**config.mk**
```make
export PLATFORM = sky130hd
export DESIGN_NAME = psum_accum_act
export DESIGN_NICKNAME = d
export VERILOG_FILES = /design/src/rtl/psum_act_pkg.sv /design/src/rtl/act_unit.sv /design/src/rtl/psum_accum_act.sv
export SDC_FILE = /design/constraint.sdc
export NUM_CORES = 1
export LEC_CHECK = 0
export ABC_AREA = 1
export CORE_MARGIN = 8
export CORE_UTILIZATION = 65
export DETAILED_ROUTE_END_ITERATION = 8
export MAX_ROUTING_LAYER = met4
export PLACE_DENSITY = 0.83
export SYNTH_ARGS = -nofsm -noshare
export SYNTH_HDL_FRONTEND = slang
export SYNTH_HIERARCHICAL = 1
export SYNTH_SLANG_ARGS = --single-unit
export TNS_END_PERCENT = 30
```
**constraint.sdc**
```tcl
create_clock -name clk -period 20.3 [get_ports clk]
set_input_delay 2.03 -clock clk [delete_from_list [all_inputs] [get_ports clk]]
set_output_delay 2.03 -clock clk [all_outputs]
set_load 0.01 [all_outputs]
```
**src/rtl/psum_act_pkg.sv**
```systemverilog
// -----------------------------------------------------------------------------
// psum_act_pkg
// Shared definitions for the partial-sum accumulator / activation block:
//   - activation mode codes (none / ReLU / ReLU6 / hard-swish)
//   - hard-swish constants: 1/6 is approximated as HSWISH_K / 2**HSWISH_SHIFT
//   - clamp and saturate helpers operating on a wide signed intermediate
// No ports (package).
// -----------------------------------------------------------------------------
package psum_act_pkg;

    // Wide enough for y * t * HSWISH_K with the largest accumulator values.
    localparam int WIDE_W = 48;
    typedef logic signed [WIDE_W-1:0] wide_t;

    typedef enum logic [1:0] {
        ACT_NONE   = 2'd0,
        ACT_RELU   = 2'd1,
        ACT_RELU6  = 2'd2,
        ACT_HSWISH = 2'd3
    } act_mode_e;

    localparam int HSWISH_K     = 43;
    localparam int HSWISH_SHIFT = 8;

    function automatic wide_t clamp(input wide_t x, input wide_t lo, input wide_t hi);
        if (x < lo) begin
            return lo;
        end else if (x > hi) begin
            return hi;
        end
        return x;
    endfunction

    // Clamp to the two's-complement range of a data_w-bit signed value.
    function automatic wide_t saturate(input wide_t x, input int data_w);
        wide_t lo;
        wide_t hi;
        lo = -(wide_t'(1) <<< (data_w - 1));
        hi = (wide_t'(1) <<< (data_w - 1)) - wide_t'(1);
        return clamp(x, lo, hi);
    endfunction

endpackage

```
**src/rtl/act_unit.sv**
```systemverilog
// -----------------------------------------------------------------------------
// act_unit
// Purely combinational activation stage: takes the biased group sum y and
// produces the saturated activated result.
// Ports:
//   i_y     in  Y_W     signed biased sum (fixed point, FRAC_W fraction bits)
//   i_mode  in  2       activation select (act_mode_e)
//   o_act   out DATA_W  signed activated, saturated result
// -----------------------------------------------------------------------------
module act_unit
    import psum_act_pkg::*;
#(
    parameter int DATA_W = 14,
    parameter int FRAC_W = 8,
    parameter int Y_W    = 21
) (
    input  logic signed [Y_W-1:0]    i_y,
    input  act_mode_e                i_mode,
    output logic signed [DATA_W-1:0] o_act
);

    wide_t w_y;
    wide_t w_six;
    wide_t w_three;
    wide_t w_t;
    wide_t w_prod;
    wide_t w_res;

    // Hard-swish is y * clamp(y+3, 0, 6) / 6; the division is folded into
    // a multiply by HSWISH_K followed by an arithmetic (flooring) shift that
    // also removes the extra FRAC_W bits of the y*t product.
    always_comb begin
        w_y     = wide_t'(i_y);
        w_six   = wide_t'(6) <<< FRAC_W;
        w_three = wide_t'(3) <<< FRAC_W;
        w_t     = clamp(w_y + w_three, wide_t'(0), w_six);
        w_prod  = (w_y * w_t * wide_t'(HSWISH_K)) >>> (FRAC_W + HSWISH_SHIFT);
        w_res   = saturate(w_y, DATA_W);
        case (i_mode)
            ACT_NONE:   w_res = saturate(w_y, DATA_W);
            ACT_RELU:   w_res = saturate((w_y > wide_t'(0)) ? w_y : wide_t'(0), DATA_W);
            ACT_RELU6:  w_res = clamp(w_y, wide_t'(0), w_six);
            ACT_HSWISH: w_res = saturate(w_prod, DATA_W);
            default:    w_res = saturate(w_y, DATA_W);
        endcase
        o_act = DATA_W'(w_res);
    end

endmodule

```
**src/rtl/psum_accum_act.sv**
```systemverilog
// -----------------------------------------------------------------------------
// psum_accum_act
// Accumulates per-window partial sums across input-channel groups, adds a
// per-output-channel bias, applies the selected activation and buffers the
// result in a 2-entry valid/ready FIFO.
// Ports:
//   clk         in  1       clock, rising edge
//   rst         in  1       synchronous active-high reset
//   in_valid    in  1       partial-sum beat valid (no backpressure)
//   in_sum      in  DATA_W  signed partial sum
//   num_groups  in  GRP_W   groups per output (0 means 2**GRP_W)
//   bias        in  DATA_W  signed bias
//   act_mode    in  2       activation select
//   out_valid   out 1       output buffer non-empty
//   out_ready   in  1       consumer accepts out_data
//   out_data    out DATA_W  signed activated result at FIFO head
//   busy        out 1       group accumulation in progress
//   overrun     out 1       sticky: a result was dropped on a full buffer
// -----------------------------------------------------------------------------
module psum_accum_act
    import psum_act_pkg::*;
#(
    parameter int DATA_W = 14,
    parameter int FRAC_W = 8,
    parameter int GRP_W  = 6,
    parameter int ACC_W  = DATA_W + GRP_W
) (
    input  logic                     clk,
    input  logic                     rst,
    input  logic                     in_valid,
    input  logic signed [DATA_W-1:0] in_sum,
    input  logic [GRP_W-1:0]         num_groups,
    input  logic signed [DATA_W-1:0] bias,
    input  logic [1:0]               act_mode,
    output logic                     out_valid,
    input  logic                     out_ready,
    output logic signed [DATA_W-1:0] out_data,
    output logic                     busy,
    output logic                     overrun
);

    localparam int Y_W = ACC_W + 1;

    logic [GRP_W-1:0]         r_grp_cnt;
    logic signed [ACC_W-1:0]  r_acc;
    logic [GRP_W-1:0]         r_groups;
    logic signed [DATA_W-1:0] r_bias;
    act_mode_e                r_mode;
    logic signed [Y_W-1:0]    r_y;
    logic                     r_s1_valid;
    act_mode_e                r_s1_mode;
    logic signed [DATA_W-1:0] r_mem [2];
    logic                     r_wr_ptr;
    logic                     r_rd_ptr;
    logic [1:0]               r_count;
    logic                     r_overrun;

    logic                     w_first;
    logic [GRP_W-1:0]         w_last_idx;
    logic                     w_last;
    logic signed [DATA_W-1:0] w_bias;
    act_mode_e                w_mode;
    logic signed [ACC_W-1:0]  w_sum_ext;
    logic signed [ACC_W-1:0]  w_acc_base;
    logic signed [ACC_W-1:0]  w_acc_next;
    logic signed [Y_W-1:0]    w_y_next;
    logic signed [DATA_W-1:0] w_act;
    logic                     w_pop;
    logic                     w_full;
    logic                     w_push;

    // On the first beat of a group the live config is used directly (it is
    // also captured into the shadow registers); later beats use the shadows.
    // The last index is num_groups-1 in GRP_W bits, so a count of 0 wraps to
    // all ones, i.e. 2**GRP_W groups.
    always_comb begin
        w_first    = (r_grp_cnt == '0);
        w_last_idx = (w_first ? num_groups : r_groups) - GRP_W'(1);
        w_last     = (r_grp_cnt == w_last_idx);
        w_bias     = w_first ? bias : r_bias;
        w_mode     = w_first ? act_mode_e'(act_mode) : r_mode;
        w_sum_ext  = ACC_W'(in_sum);
        w_acc_base = w_first ? '0 : r_acc;
        w_acc_next = w_acc_base + w_sum_ext;
        w_y_next   = Y_W'(w_acc_base) + Y_W'(w_sum_ext) + Y_W'(w_bias);
    end

    // Stage 0: group accumulation. The final beat hands the biased sum and
    // its activation mode to stage 1 and restarts the group counter.
    always_ff @(posedge clk) begin
        if (rst) begin
            r_grp_cnt  <= '0;
            r_acc      <= '0;
            r_groups   <= '0;
            r_bias     <= '0;
            r_mode     <= ACT_NONE;
            r_y        <= '0;
            r_s1_valid <= 1'b0;
            r_s1_mode  <= ACT_NONE;
        end else begin
            r_s1_valid <= 1'b0;
            if (in_valid) begin
                if (w_first) begin
                    r_groups <= num_groups;
                    r_bias   <= bias;
                    r_mode   <= act_mode_e'(act_mode);
                end
                r_acc <= w_acc_next;
                if (w_last) begin
                    r_grp_cnt  <= '0;
                    r_y        <= w_y_next;
                    r_s1_valid <= 1'b1;
                    r_s1_mode  <= w_mode;
                end else begin
                    r_grp_cnt <= r_grp_cnt + GRP_W'(1);
                end
            end
        end
    end

    act_unit #(
        .DATA_W (DATA_W),
        .FRAC_W (FRAC_W),
        .Y_W    (Y_W)
    ) u_act (
        .i_y    (r_y),
        .i_mode (r_s1_mode),
        .o_act  (w_act)
    );

    // A push into a full buffer is still accepted when the head is popped on
    // the same edge, because that frees the slot being written.
    always_comb begin
        w_pop  = out_valid && out_ready;
        w_full = (r_count == 2'd2);
        w_push = r_s1_valid && (!w_full || w_pop);
    end

    // 2-entry output FIFO with sticky overrun on a dropped result.
    always_ff @(posedge clk) begin
        if (rst) begin
            r_mem[0]  <= '0;
            r_mem[1]  <= '0;
            r_wr_ptr  <= 1'b0;
            r_rd_ptr  <= 1'b0;
            r_count   <= 2'd0;
            r_overrun <= 1'b0;
        end else begin
            if (w_push) begin
                r_mem[r_wr_ptr] <= w_act;
                r_wr_ptr        <= ~r_wr_ptr;
            end
            if (w_pop) begin
                r_rd_ptr <= ~r_rd_ptr;
            end
            case ({w_push, w_pop})
                2'b10:   r_count <= r_count + 2'd1;
                2'b01:   r_count <= r_count - 2'd1;
                default: r_count <= r_count;
            endcase
            if (r_s1_valid && !w_push) begin
                r_overrun <= 1'b1;
            end
        end
    end

    assign out_valid = (r_count != 2'd0);
    assign out_data  = r_mem[r_rd_ptr];
    assign busy      = (r_grp_cnt != '0);
    assign overrun   = r_overrun;

endmodule

```
**Yosys cells after proc, flatten, opt, wreduce, memory -nomap -nowiden**

Memory sizes are Yosys's and may differ from the RTL's. A register that Yosys moved wholly into a read port is not among the register bits.
Index checks and enable logic that the tools add are counted.

- Add/sub/neg operators: 8
- Multiply operators: 2
- Magnitude comparators: 11
- Eq/ne operators: 7
- Mux-type cells: 48
- Bitwise gates (word level): 3
- Reduce and logical (&&, ||, !) cells: 14

Operators with widths:

| cell | number |
|---|---|
| $mux W14 | 14 |
| $mux W48 | 4 |
| $pmux W14 S4 | 1 |
| $gt A48 B12 Y1 const B | 1 |
| $gt A48 B14 Y1 const B | 1 |
| $lt A48 B1 Y1 const B | 1 |
| $lt A48 B14 Y1 const B | 1 |
| $mul A21 B48 Y48 | 1 |
| $mul A48 B7 Y48 const B | 1 |
| $gt A32 B14 Y1 const B | 1 |
| $lt A32 B14 Y1 const B | 1 |
| $mux W1 | 24 |
| $add A21 B11 Y22 const B | 1 |
| $add A20 B14 Y21 | 1 |
| $add A21 B14 Y21 | 1 |
| $gt A21 B1 Y1 const B | 1 |
| $gt A21 B12 Y1 const B | 1 |
| $gt A21 B14 Y1 const B | 1 |
| $lt A21 B1 Y1 const B | 1 |
| $lt A21 B14 Y1 const B | 1 |
| $add A20 B14 Y20 | 1 |
| $mux W20 | 1 |
| $reduce_or A14 Y1 | 1 |
| $mux W6 | 2 |
| other kinds (19) | 29 |

- Register bits: 77
- RAM bits: 28
- Input bits: 40
- Output and inout port bits: 17
- Logic and storage cells: 106
- Memories: 1

Memories:

| memory | depth | bits a word | read ports | clocked after memory_dff | wr ports | RTL line | source |
|---|---|---|---|---|---|---|---|
| r_mem | 2 | 14 | 1 | 1 | 2 | psum_accum_act.sv:52 | `logic signed [DATA_W-1:0] r_mem [2];` |

**Longest topological paths before layout**

Gate-level depths: netlist of run 1.

- Depth after elaboration: 14
- Depth in mapped cells: 78
- Gate-level depth less buffers: 75

**Hierarchy**

Netlist of run 1, hierarchy kept.

Modules (own cells, without submodules):

| module | times used | cells an instance | area an instance (sq um) | sequential area each (sq um) |
|---|---|---|---|---|
| act_unit | 1 | 3035 | 24339.6 | 0.0 |
| psum_accum_act | 1 | 1035 | 7424.6 | 2402.3 |

**Worst setup path after synthesis of run 1**

No wires, ideal clock.

- Path type: register to register
- From: register r_y[8]
- To: memory r_mem[1][10] (data pin)
- Setup time: 0.265 ns
- Arrival time: 12.493 ns
- Data required time: 20.035 ns
- Setup slack: 7.542 ns
- Cell stages (with the launch flop): 66
- Path buffers: 4
- Period minus slack after synthesis: 12.758 ns
- Cells stage by stage: dfxtp_1 -> inv_1 -> clkbuf_1 -> ha_1 -> inv_1 -> nand3_1 -> o21ai_0 -> nand2_1 -> nand2_1 -> nor2_1 -> nand3_2 -> nor2_2 -> inv_1 -> clkbuf_1 -> nor2_1 -> inv_1 -> clkbuf_1 -> nor2_1 -> [... 30 more ...] -> a21o_1 -> nor2_1 -> nor2_1 -> a2111oi_0 -> nand3_1 -> nand3_1 -> nand2_1 -> nor2_1 -> nand2_1 -> nor2_2 -> nand4_2 -> nand2_2 -> buf_6 -> nand3_1 -> nand2_1 -> nand3_1 -> inv_1 -> nor2_1

RTL lines:

| what | RTL line | source |
|---|---|---|
| from (decl) | psum_accum_act.sv:49 | `logic signed [Y_W-1:0] r_y;` |
| from (signal assigned) | psum_accum_act.sv:111 | `r_y <= w_y_next;` |
| to (decl) | psum_accum_act.sv:52 |  |

==> metrics.cfg, run 1 <==
[yosys]
synth_ff_type = dfxtp_1
synthArstFlopShare = 0
syn_inst = 4070
synth.avg_cell_area_um2 = 7.80
syn-cell-area_um2 = 31800
ys_ff_latch = 106
synth_cell_types = 60
ys_seq_area_frac = 0.0756
synth_enable_flop_cells = 28
ys_warn_count = 6

[sta]
hold-worst-slack_ps = 462
min_period_ps = 15530
tns_ps = 0
max_freq_ghz = 0.0644
fin_worst_skew_ps = 9.95
setup_violations = 0
worst_pin_slew_ps = 1170
slew_headroom = 0.220
hold_violations = 0
finalMaxSlewViolations = 0
rsz0062_at_grt = false
finalCritPeriodShare = 0.765

[floorplanning]
die_x_um = 237
start_util = 0.654
core_um2 = 48500
fp-row-count = 81
num_io_pins = 57
fp.dieH_um = 237
die_area_um2 = 56200

[routing]
ant_nets = 0
vias = 26449
first_pass_iters = 6
initialDrtViolationCount = 2152
post-route-drc-count = 0
vias_per_cell = 5.35
drt-total-wl_mm = 81.2
wl_per_cell_um = 16.4

[setup_path]
crit_buf_inv = 14
cp-end-kind = flip-flop
path_class = flip-flop to flip-flop
max_stage_delay_ps = 690
cp_top_family = adder cells
r2r_start = r_y[8]$_SDFFE_PP0P_
arrival_ps = 15630
worstReg2RegEnd = r_mem[1][8]$_SDFFCE_PN0P_
path_depth = 69
cp-start-kind = flip-flop
critical_path_required_ps = 20400
cp_slowest_cell = a2111oi_0
reg2regPathDepth = 69
reg2reg_slack_ps = 4770
crit_path_end = r_mem[1][8]$_SDFFCE_PN0P_
critPathLaunch = r_y[8]$_SDFFE_PP0P_
critPathMaxFanout = 16
cp_common_cell = inv_1

[clock_network]
cts_tree = done
insertion_delay_ps = 370
root_buffer = clkbuf_16
postCtsSetupRepairBufs = 0
cts_resized = 0
hold_buffers = 0
cts-htree-levels = 3
clock-sinks = 106
clk_pin_slew_worst_paths_ps = 80
numCtsBuffers = 9
clockBufferDepth = 2

[final_layout]
drive_above_1_share = 0.0229
final_cell_mix = 1174 x inv_1, 614 x nand2_1, 603 x fa_1
antenna_cells = 0
final_common_cell = inv_1
area_growth_pct = 7.20
nNetsFinal = 5261

[grt]
grt_pass1_vias = 27294
grt-ovfl-total = 0
grtUsageTotal = 0.307
grt_max_degree = 73
antenna_found_initial = 1
grt_pass1_wl_mm = 135

[placed_design]
gp_congestion = 1.11
place_hpwl_mm = 71.2
port_buffers = 56

[job]
maxCapViolCount = 0

[min_path]
worstHoldPathType = flip-flop to flip-flop

[outcome]
status = finished, final reports clean

[Yosys cell counts, types with 16 or more instances]
library cell | number | area share
inv_1 | 1174 | 0.14
nand2_1 | 614 | 0.073
fa_1 | 603 | 0.38
nor2_1 | 363 | 0.043
ha_1 | 298 | 0.12
a21oi_1 | 197 | 0.031
nand3_1 | 170 | 0.027
o21ai_0 | 118 | 0.019
dfxtp_1 | 78 | 0.049
xor2_1 | 63 | 0.017
clkbuf_1 | 36 | 0.0043
nand4_1 | 35 | 0.0069
edfxtp_1 | 28 | 0.026
xnor2_1 | 28 | 0.0077
a31oi_1 | 23 | 0.0045
nor3_1 | 22 | 0.0035
o211ai_1 | 20 | 0.0047
nor4_1 | 17 | 0.0033
nand2_2 | 16 | 0.0032
[flip-flops by register name, indices dropped and copies added (netlist names), 2 cells and up, named ones only]
register   cells
r_acc         20
r_bias        14
r_count        2
r_groups       6
r_grp_cnt      6
r_mem         28
r_mode         2
r_s1_mode      2
r_y           21
[cell type report]
cell class | count | area, µm²
tap | 622 | 778
clock buffer | 9 | 225
inverter | 1187 | 4460
timing repair buffer | 65 | 623
multi-input combinational | 2951 | 25500
fill | 4050 | 14500
clock inverter | 7 | 70.1
sequential | 106 | 2400
[worst min-delay path, delay by kind of cell, from the launching register on]
kind            cells  cell delay (ps)
flops               1              320
buf+inv             1               50
compound gates      1               50
[logic make-up after synthesis]
| kind of cell | share of synthesized area |
|---|---|
| AO/OA/AOI/OAI | 0.0765 |
| XOR/XNOR | 0.0251 |
| adder cells (fa/ha/maj) | 0.497 |
| buffers and inverters | 0.150 |
| flip-flops | 0.0756 |
| multiplexers | 0.00496 |
| other | 0.000236 |
| AND/OR/NAND/NOR | 0.170 |
[metal layers]
layer | global-route usage | vias up | routed length, µm
met5 | - | - | 0
met4 | 0.103 | 0 | 3170
met3 | 0.0436 | 218 | 5930
met2 | 0.519 | 1056 | 40100
met1 | 0.378 | 12712 | 32000
li1 | - | 12463 | -
[worst min-delay path by stage]
stage | startpoint | endpoint | cells past startpoint
after floorplan | r_rd_ptr$_SDFFE_PP0P_ | flip-flop | 1
after global placement | r_rd_ptr$_SDFFE_PP0P_ | flip-flop | 1
after detailed placement | overrun$_SDFFE_PP0P_ | overrun$_SDFFE_PP0P_ | 2
after CTS | overrun$_SDFFE_PP0P_ | overrun$_SDFFE_PP0P_ | 2
after global routing | overrun$_SDFFE_PP0P_ | overrun$_SDFFE_PP0P_ | 2
final | overrun$_SDFFE_PP0P_ | overrun$_SDFFE_PP0P_ | 2
[stage by stage]
stage	util	instances	instance area (µm²)	setup WS [ps]
final	0.701	4947	34100	4770
after global routing	0.701	4947	34100	3810
after CTS	0.701	4947	34100	5120
after detailed placement	0.695	4931	33800	5170
after global placement	0.695	4931	33800	5700
after floorplan	-	4309	32700	7540
Power of run 1 is not shown: default switching activity piles up to over one toggle a cycle in this logic, so the estimate is an artifact.
==> run 2: changes to the inputs <==
==> constraint.sdc (replaced) <==
create_clock -name clk -period 15.46 [get_ports clk]
set_input_delay 1.546 -clock clk [delete_from_list [all_inputs] [get_ports clk]]
set_output_delay 1.546 -clock clk [all_outputs]
set_load 0.01 [all_outputs]
==> run 2 against run 1 <==
Clock skew barely moved. Flip-flop and latch count did not move. First-iteration DRC count up 0.51%. Setup slack lost 3900 ps. Clock-buffer cell count unchanged. Via count is 0.39% lower. Hold slack got worse by 3.0 ps. Non-clock buffer count increased by 19. Critical path type unchanged.
==> metrics.cfg, run 2 (synthesized netlist as in run 1, its figures left out) <==
[setup_path]
cp-end-kind = flip-flop
reg2regPathDepth = 60  ; -13%
max_stage_delay_ps = 640  ; -50 ps
critical_path_required_ps = 15550  ; -4850 ps
path_class = flip-flop to flip-flop
cp-start-kind = flip-flop
cp_slowest_cell = dfxtp_1
r2r_start = r_y[9]$_SDFFE_PP0P_
reg2reg_slack_ps = 840  ; -3930 ps
worstReg2RegEnd = r_mem[0][0]$_SDFFCE_PN0P_
arrival_ps = 14710  ; -920 ps
crit_path_end = r_mem[0][0]$_SDFFCE_PN0P_
critPathLaunch = r_y[9]$_SDFFE_PP0P_
cp_common_cell = nand2_1
critPathMaxFanout = 14  ; -2

[job]
maxCapViolCount = 0  ; unchanged

[final_layout]
largest_reg_flops = 28  ; unchanged
regMostFlops = r_mem
drive_above_1_share = 0.0302  ; +0.00727
antenna_cells = 0  ; unchanged
area_growth_pct = 7.97
final_cell_mix = 1171 x inv_1, 614 x nand2_1, 603 x fa_1
nNetsFinal = 5280  ; +0.36%
reg.largest.list = r_mem (28), r_y (21), r_acc (20)
final_common_cell = inv_1

[sta]
setup_violations = 0  ; unchanged
max_freq_ghz = 0.0684  ; +6.2%
finalMaxSlewViolations = 0  ; unchanged
worst_pin_slew_ps = 922  ; -246 ps
min_period_ps = 14620  ; -911 ps
hold_violations = 0  ; unchanged
fin_worst_skew_ps = 10.1  ; +0.175 ps
tns_ps = 0  ; unchanged
rsz0062_at_grt = false
finalCritPeriodShare = 0.946  ; +0.181
slew_headroom = 0.381  ; +0.161

[placed_design]
place_hpwl_mm = 71.9  ; +1.0%
gp_congestion = 1.10  ; -1.4%
port_buffers = 56  ; unchanged

[clock_network]
numCtsBuffers = 9  ; unchanged
insertion_delay_ps = 360  ; about the same
hold_buffers = 0  ; unchanged
cts_tree = done
clk_pin_slew_worst_paths_ps = 80  ; about the same
root_buffer = clkbuf_16
clock-sinks = 106  ; unchanged
clockBufferDepth = 2  ; unchanged
cts-htree-levels = 3  ; unchanged

[grt]
grt_max_degree = 67  ; -8.2%
grt_pass1_wl_mm = 137  ; +0.80%
grt-ovfl-total = 0  ; unchanged
grtUsageTotal = 0.310  ; +0.00255
grt_pass1_vias = 27124  ; -0.62%
antenna_found_initial = 0  ; -1

[floorplanning]
num_io_pins = 57  ; unchanged
start_util = 0.654  ; unchanged
fp-row-count = 81  ; unchanged
core_um2 = 48500  ; unchanged
fp.dieH_um = 237  ; unchanged
die_area_um2 = 56200  ; unchanged
die_x_um = 237  ; unchanged

[routing]
first_pass_iters = 6  ; unchanged
drt-total-wl_mm = 82.3  ; +1.4%
wl_per_cell_um = 16.6  ; +0.97%
vias = 26345  ; -0.39%
vias_per_cell = 5.31  ; -0.77%
ant_nets = 0  ; unchanged
post-route-drc-count = 0  ; unchanged
initialDrtViolationCount = 2163  ; +0.51%

[outcome]
status = finished, final reports clean

[min_path]
worstHoldPathType = flip-flop to flip-flop
hold_depth = 2  ; unchanged

==> run 2: worst min-delay path by stage <==
stage                     startpoint                    end  slack (ps)
3_5_place_dp    overrun$_SDFFE_PP0P_   overrun$_SDFFE_PP0P_         440
3_3_place_gp   r_rd_ptr$_SDFFE_PP0P_  r_rd_ptr$_SDFFE_PP0P_         440
5_1_grt         overrun$_SDFFE_PP0P_   overrun$_SDFFE_PP0P_         500
4_1_cts         overrun$_SDFFE_PP0P_   overrun$_SDFFE_PP0P_         460
2_1_floorplan  r_rd_ptr$_SDFFE_PP0P_              flip-flop         430
6_report        overrun$_SDFFE_PP0P_   overrun$_SDFFE_PP0P_         460
==> run 2: repair_timing <==
action | CTS | global route
buffers inserted | 0 | 10
gates resized for setup | 0 | 15
setup endpoints to repair | 0 | 26
==> run 2: routing by layer <==
metal / wire length [µm] / GRT usage / vias up
met5: 0 / - / -
met4: 3280 / 0.105 / 0
met3: 5630 / 0.0378 / 187
met2: 40600 / 0.524 / 1003
met1: 32700 / 0.384 / 12656
li1: - / - / 12499
==> run 2: cell type report <==
class	count	area, µm²
clock buffers	9	225
clock inverters	7	115
fillers	3932	14200
inverters	1187	4470
multi-input cells	2951	25500
flip-flops and latches	106	2400
well taps	622	778
repair buffers	84	766
==> run 2: per-stage QoR <==
step / cell area [µm²] / cells / utilization / hold slack (ps) / worst slack [ps]
after floorplan: 32700 / 4309 / - / 426 / 2700
final: 34300 / 4966 / 0.706 / 459 / 842
after global placement: 33800 / 4940 / 0.697 / 436 / 707
after CTS: 34200 / 4956 / 0.704 / 457 / 330
after global routing: 34300 / 4966 / 0.706 / 497 / 7.59
after detailed placement: 33800 / 4940 / 0.697 / 443 / 395
==> run 2: critical path, delay by kind of cell, from the launching register on <==
family / cells / cell delay [ps]
adders and majority gates: 14 / 6210
and+or+nand+nor: 28 / 3900
AOI/OAI and AO/OA: 9 / 2160
buffers and inverters: 8 / 1090
DFF: 1 / 640
xor gates and xnor gates: 1 / 320
Power of run 2 is left out for the same reason.
